File: src/rtl/frac_div_pkg.sv
// Shared types and constants for the fractional-N divider datapath and its
// period meter; ratio_encode is also used by the divider testbenches.
package frac_div_pkg;

   localparam int unsigned DEF_P_WIDTH = 5;
   localparam int unsigned DEF_S_WIDTH = 3;

   typedef enum logic [1:0] {
      ST_IDLE,
      ST_ARM,
      ST_MEASURE,
      ST_OVF
   } meter_state_t;

   // Divide ratio of the dual-modulus divider: p * 2^S + s
   function automatic int unsigned ratio_encode(input int unsigned p, input int unsigned s);
      return (p << DEF_S_WIDTH) + s;
   endfunction

endpackage

File: src/rtl/edge_period_counter.sv
// Rising-edge detector on fdiv plus the clk-cycle period counter.
// The counter stops at all-ones so the owner can flag the overflow.
module edge_period_counter #(
   parameter int unsigned CNT_WIDTH = 12
) (
   input  logic                 clk,
   input  logic                 rst,
   input  logic                 fdiv,
   input  logic                 clr,
   input  logic                 load,
   input  logic                 inc,
   output logic                 rise,
   output logic [CNT_WIDTH-1:0] cnt,
   output logic                 cnt_max
);

   logic fdiv_q;

   always_ff @(posedge clk) begin
      if (rst) begin
         fdiv_q <= 1'b0;
         cnt    <= '0;
      end else begin
         fdiv_q <= fdiv;
         if (clr)
            cnt <= '0;
         else if (load)
            cnt <= CNT_WIDTH'(1);
         else if (inc && !cnt_max)
            cnt <= cnt + CNT_WIDTH'(1);
      end
   end

   assign rise    = fdiv & ~fdiv_q;
   assign cnt_max = &cnt;

endmodule

File: src/rtl/div_period_meter.sv
// Measures the clk-cycle period between fdiv rising edges, decodes it into
// the P/S divide fields and reports lock once the ratio repeats.
module div_period_meter
   import frac_div_pkg::*;
#(
   parameter int unsigned P_WIDTH   = DEF_P_WIDTH,
   parameter int unsigned S_WIDTH   = DEF_S_WIDTH,
   parameter int unsigned CNT_WIDTH = 12,
   parameter int unsigned LOCK_CNT  = 4
) (
   input  logic                 clk,
   input  logic                 rst,
   input  logic                 en,
   input  logic                 fdiv,
   output logic [CNT_WIDTH-1:0] period,
   output logic [P_WIDTH-1:0]   p_out,
   output logic [S_WIDTH-1:0]   s_out,
   output logic                 valid,
   output logic                 dec_err,
   output logic                 ovf,
   output logic                 locked
);

   localparam int unsigned        MATCH_W   = $clog2(LOCK_CNT + 1);
   localparam logic [MATCH_W-1:0] MATCH_MAX = MATCH_W'(LOCK_CNT);

   meter_state_t         state;
   logic                 rise;
   logic                 cnt_max;
   logic                 cnt_clr;
   logic                 cnt_load;
   logic                 cnt_inc;
   logic [CNT_WIDTH-1:0] cnt;
   logic [CNT_WIDTH-1:0] p_full;
   logic                 p_fits;
   logic [P_WIDTH-1:0]   p_dec;
   logic [MATCH_W-1:0]   match;
   logic [MATCH_W-1:0]   match_next;

   edge_period_counter #(
      .CNT_WIDTH (CNT_WIDTH)
   ) u_counter (
      .clk     (clk),
      .rst     (rst),
      .fdiv    (fdiv),
      .clr     (cnt_clr),
      .load    (cnt_load),
      .inc     (cnt_inc),
      .rise    (rise),
      .cnt     (cnt),
      .cnt_max (cnt_max)
   );

   always_comb begin
      cnt_clr  = 1'b0;
      cnt_load = 1'b0;
      cnt_inc  = 1'b0;
      if (!en) begin
         cnt_clr = 1'b1;
      end else begin
         case (state)
            ST_ARM:     cnt_load = rise;
            ST_MEASURE: begin
               cnt_load = rise;
               cnt_inc  = !rise;
            end
            default: ;
         endcase
      end
   end

   // Decode and lock compare act on the count being captured this edge
   always_comb begin
      p_full = cnt >> S_WIDTH;
      p_fits = (p_full >> P_WIDTH) == '0;
      p_dec  = p_fits ? p_full[P_WIDTH-1:0] : '1;
      if (cnt == period)
         match_next = (match == MATCH_MAX) ? match : match + MATCH_W'(1);
      else
         match_next = MATCH_W'(1);
   end

   always_ff @(posedge clk) begin
      if (rst) begin
         state   <= ST_IDLE;
         period  <= '0;
         p_out   <= '0;
         s_out   <= '0;
         valid   <= 1'b0;
         dec_err <= 1'b0;
         ovf     <= 1'b0;
         locked  <= 1'b0;
         match   <= '0;
      end else begin
         valid <= 1'b0;
         if (!en) begin
            state  <= ST_IDLE;
            locked <= 1'b0;
            match  <= '0;
         end else begin
            case (state)
               ST_IDLE: state <= ST_ARM;
               ST_ARM: begin
                  if (rise)
                     state <= ST_MEASURE;
               end
               ST_MEASURE: begin
                  // A rise coinciding with a full counter still yields a period
                  if (rise) begin
                     period  <= cnt;
                     p_out   <= p_dec;
                     s_out   <= cnt[S_WIDTH-1:0];
                     dec_err <= !p_fits;
                     valid   <= 1'b1;
                     ovf     <= 1'b0;
                     match   <= match_next;
                     locked  <= (match_next == MATCH_MAX);
                  end else if (cnt_max) begin
                     state  <= ST_OVF;
                     ovf    <= 1'b1;
                     locked <= 1'b0;
                     match  <= '0;
                  end
               end
               ST_OVF: state <= ST_ARM;
               default: state <= ST_IDLE;
            endcase
         end
      end
   end

endmodule

File: config.mk
export PLATFORM = sky130hd
export DESIGN_NAME = div_period_meter
export DESIGN_NICKNAME = d
export VERILOG_FILES = /design/src/rtl/frac_div_pkg.sv /design/src/rtl/edge_period_counter.sv /design/src/rtl/div_period_meter.sv
export SDC_FILE = /design/constraint.sdc
export NUM_CORES = 1
export LEC_CHECK = 0
export ABC_AREA = 1
export BUFFER_PORTS_ARGS = -buffer_cell sky130_fd_sc_hd__buf_2
export CAP_MARGIN = 10
export CORE_MARGIN = 1
export CORE_UTILIZATION = 42
export DETAILED_ROUTE_END_ITERATION = 10
export PLACE_DENSITY = 0.6
export RECOVER_POWER = 100
export REMOVE_ABC_BUFFERS = 1
export SYNTH_ARGS = -nofsm -noshare
export SYNTH_HDL_FRONTEND = slang
export SYNTH_HIERARCHICAL = 1
export SYNTH_SLANG_ARGS = --single-unit
File: constraint.sdc
create_clock -name clk -period 4.05 [get_ports clk]
set_input_delay 0.2025 -clock clk [delete_from_list [all_inputs] [get_ports clk]]
set_output_delay 0.2025 -clock clk [all_outputs]
set_load 0.005 [all_outputs]
# == Yosys cells after proc, flatten, opt, wreduce, memory -nomap -nowiden ==
# Index checks and enable logic that the tools add are counted.
# word_totals
out_inout_bits,24
memories,0
in_bits,4
word_cells,65
rom_bits,0
latchBits,0
ff_bits,42
ram_bits,0
# classes
multipliers,0
div,0
mux,20
shift,0
magnitude_cmp,0
n_reduce_logical,18
bitwise_logic,4
eq_ne,9
n_addsub,2
# op_table
op,n
"adder 12 x 1 -> 12 bit, second input constant",1
== test 12 bit,1
logical NOT 12 bit,1
two-way mux 3 bit,4
AND reduction 12 bit,1
two-way mux 1 bit,11
AND reduction 3 bit,3
"== test 3 bit, second input constant",2
two-way mux 2 bit,3
one-hot mux 2 bit (3 select lines),1
OR reduction 2 bit,3
OR reduction 3 bit,2
two-way mux 5 bit,1
"== test 2 bit, second input constant",2
"inequality test 2 bit, second input constant",2
nonzero test 2 bit,2
"adder 3 x 1 -> 3 bit, second input constant",1
logical NOT 1 bit,3
inverter 1 bit,3
"== test 2 x 1 -> 1 bit, second input constant",1
logical NOT 2 bit,1
"inequality test 2 x 1 -> 1 bit, second input constant",1
AND reduction 2 bit,1
bitwise AND 1 bit,1
logical AND 1 bit,1

# == Logic depth before layout (Yosys ltp) ==
# logic_depth
ltp_word,8
mapped_depth,10
depth_no_buf,10

# == By module ==
# The synthesis kept the hierarchy.
# modules_own_cells
mod,cells_each,area_per_inst_um2,seq_area_each_um2,instances
div_period_meter,175,1276.2,520.5,1
edge_period_counter,113,728.2,260.2,1

# == Worst setup path before layout ==
# Ideal clock, no wire load.
# synth_path
path_type,flip-flop to flip-flop
startpoint,register u_counter.cnt[1]
endpoint,register state[1]
setup_time_ps,70
path_stages_with_launch,11
slack_ps,2450
required_time_ps,3980
arrival_time_ps,1531
path_cell_list,dfxtp_1 ha_1 nand2_1 nor2_2 nand3_2 inv_1 nor2_1 nor2_1 o21ai_1 or2_1 a21oi_1
# synth_via
elab_chain_cells,3
# synth_lines
element,line,source
from (decl),edge_period_counter.sv:13,"output logic [CNT_WIDTH-1:0] cnt,"
from (signal assigned),edge_period_counter.sv:30,cnt <= cnt + CNT_WIDTH'(1);
AND reduction 12 bit,edge_period_counter.sv:35,assign cnt_max = &cnt;
net cnt_max,div_period_meter.sv:29,logic cnt_max;
inequality test 2 x 1 -> 1 bit (no line),n/a,
AND reduction 3 bit (no line),n/a,
to (signal assigned),div_period_meter.sv:85,state <= ST_IDLE;
to (signal assigned),div_period_meter.sv:97,state <= ST_IDLE;
to (signal assigned),div_period_meter.sv:102,ST_IDLE: state <= ST_ARM;
to (decl),div_period_meter.sv:27,meter_state_t state;
# The timed path passes the listed nets, and every way through them passes these cells.
# A chain may end at the register's enable or synchronous reset.

# == Worst setup path after layout ==
# layout_path
startpoint,register u_counter.fdiv_q
endpoint,register period[8]
# layout_via
elab_chain_cells,3
# layout_lines
element,line,source
from (decl),edge_period_counter.sv:17,logic fdiv_q;
from (signal assigned),edge_period_counter.sv:24,fdiv_q <= fdiv;
inverter 1 bit,edge_period_counter.sv:34,assign rise = fdiv & ~fdiv_q;
bitwise AND 1 bit,edge_period_counter.sv:34,
net rise,div_period_meter.sv:28,logic rise;
AND reduction 3 bit (no line),n/a,
to (signal assigned),div_period_meter.sv:110,period <= cnt;
to (decl),div_period_meter.sv:15,"output logic [CNT_WIDTH-1:0] period,"
# The timed path passes the listed nets, and every way through them passes these cells.

==> flow_metrics.tcl <==
set metrics [dict create \
    p_clk_share_pct 39.1 \
    cts_resized 0 \
    rows 24 \
    p_leak_nw 0.8876 \
    antenna_left 0 \
    arrival_ns 2.53 \
    area_growth_pct 9.925 \
    hold_buffers 0 \
    internal-power_w 0.0005266 \
    period_minus_slack_ns 2.398 \
    avgSynthCellArea_um2 6.960 \
    clk_latency_ns 0.28 \
    rsz0062_at_grt "no" \
    hold_ws_ns 0.1317 \
    synth_area_mm2 0.002004 \
    grt_pass1_vias 1605 \
    route.met2.wl_um 1730 \
    placed_cell_area_mm2 0.002142 \
    sw_frac_of_total_pct 22.41 \
    drive_gt1_share_pct 11.22 \
    power.share.sequential_pct 57.0 \
    post-cts-setup-buffers 0 \
    comb_power_share_pct 3.8 \
    fp.dieW_um 71.08 \
    fin_nets 321 \
    peakVddDrop_mv 0.1118 \
    cp.required_ns 4.18 \
    top_layer "met4" \
    die-area_mm2 0.005052 \
    ioPinCount 28 \
    die_h_um 71.08 \
    skew_ns 0.004125 \
    final.fill_count 487 \
    met3_length_um 135 \
    vias 1797 \
    root_buffer "clkbuf_8" \
    hold_path_class "input port to flip-flop" \
    met1_length_um 2174 \
    ys_seq_area_share_pct 38.95 \
    run_status "complete, but fails checks" \
    tightest_slew_ns 1.100 \
    cp_max_fo 22 \
    utilization_pct 49.25 \
    cts.sinks 39 \
    grt_pass1_wl_um 7065 \
    synth_seq_cells 39 \
    fmax_ghz 0.4170 \
    drtIter0Drc 67 \
    clk_pin_slew_ns 0.07 \
    p_per_area_mw_per_mm2 308.0 \
    hold_violations 0 \
    antenna_cells 0 \
    cts_tree "yes" \
    synth_cell_types 28 \
    avgViaCountPerCell 4.937 \
    final_cell_mix "nand2_1, dfxtp_1, inv_1" \
    dr.pass1.iters 10 \
    setup-tns-final_ns 0 \
    design_area_mm2 0.002203 \
    start_kind "flip-flop" \
    h-tree-depth 2 \
    grt_use_total_pct 17.43 \
    drcViolationCount 3 \
    drv_slew 0 \
    portBuffers 27 \
    wl_per_cell_um 11.18 \
    wirelength_um 4069 \
    overflow 0 \
    cts.path.max_buffers 2 \
    finalSetupViolCount 0 \
    fin_crit_sh_pct 59.21 \
    crit_type "flip-flop to flip-flop" \
    drv_cap 0 \
    final_common_cell "nand2_1" \
    max_slew_margin_pct 26.69 \
    place_hpwl_um 3027 \
    synth_cells 288 \
    core_mm2 0.004474 \
    antenna_found_initial 0 \
    switchingPower_w 0.0001521 \
    violations "design-rule violations" \
    grt_max_degree 24 \
    cts_buffers 5 \
    yosysWarnings 6 \
    initial_core_util_pct 44.80 \
    finalWeightedCongestion 0.8419 \
    end_kind "flip-flop" \
]
-- synthesized netlist by cell type, drive strengths merged --
library cell	instances	area, um^2
nor3	2	10.01
nand3	7	40.04
nand4	4	25.02
dfxtp	39	780.8
or2	2	12.52
inv	31	116.4
xnor2	9	78.83
and3	1	6.260
xor2	5	43.79
o21ai	6	30.02
nand2	101	384.1
nor2	29	121.4
a211oi	3	37.54
nand3b	2	15.01
o41ai	1	16.27
ha	5	62.56
clkbuf	3	11.26
a31oi	5	31.28
buf	7	51.30
a21oi	26	130.1
-- metrics by stage --
stage,worst slack [ns],total power (W),instances
floorplan,2.449,0.0004127,278
global placement,2.181,0.0004232,357
detailed placement,2.194,0.0004232,357
CTS,2.197,0.0006880,364
global route,1.387,0.0007088,364
finish,1.652,0.0006787,364
-- cell families after synthesis --
group           after synthesis  synth area share [%]
fa+ha+maj                     5                 3.121
compound gates               41                 12.23
flops                        39                 38.95
xor+xnor                     14                 6.117
simple gates                148                 30.65
buf+inv                      41                 8.926
-- final cells by class --
class	instances	area, um^2	area share [%]
Clock buffer	6	82.58	3.748
Clock inverter	1	5.005	0.2271
Inverter	31	116.4	5.281
Multi-Input combinational cell	208	1030	46.73
Sequential cell	39	780.7	35.43
Tap cell	52	65.06	2.953
Timing Repair Buffer	27	123.9	5.622
-- metal layers --
| metal | up-vias | global-route usage (%) |
|---|---|---|
| met5 | - | 0 |
| met4 | 0 | 4.889 |
| met3 | 4 | 4.131 |
| met2 | 28 | 28.21 |
| met1 | 813 | 23.28 |
| li1 | 952 | - |
-- path summary, 6_finish.rpt --
path / startpoint / end / slack [ns] / cells past startpoint
max: u_counter/fdiv_q / period[8] / 1.65 / 6
min: fdiv / u_counter/fdiv_q / 0.13 / 3
max reg2reg: u_counter/fdiv_q / period[8] / 1.65 / 6
min reg2reg: dec_err / dec_err / 0.47 / 2
-- power by group through the flow --
stage / combinational, W / clock, W / sequential [W]
after floorplan: 0.0000168 / 0 / 0.000396
after global placement: 0.0000272 / 0 / 0.000396
after detailed placement: 0.0000271 / 0 / 0.000396
after CTS: 0.0000272 / 0.000274 / 0.000387
after global routing: 0.0000301 / 0.000291 / 0.000387
final: 0.0000261 / 0.000266 / 0.000387
-- registers in the layout, summed over array words and instances (netlist names) --
register	count
dec_err	1
locked	1
match	3
ovf	1
p_out	5
period	12
state	2
u_counter/cnt	12
u_counter/fdiv_q	1
valid	1
-- critical path, stage by stage, from the launching register on --
cell and delay, ns:
dfxtp_1 0.30, nor2_1 0.25, nand2_1 0.17, nor2_1 0.63, inv_1 0.58, nor2_1 0.26
a211oi_2 0.05
Note: power is estimated with default switching activity, not from simulation.
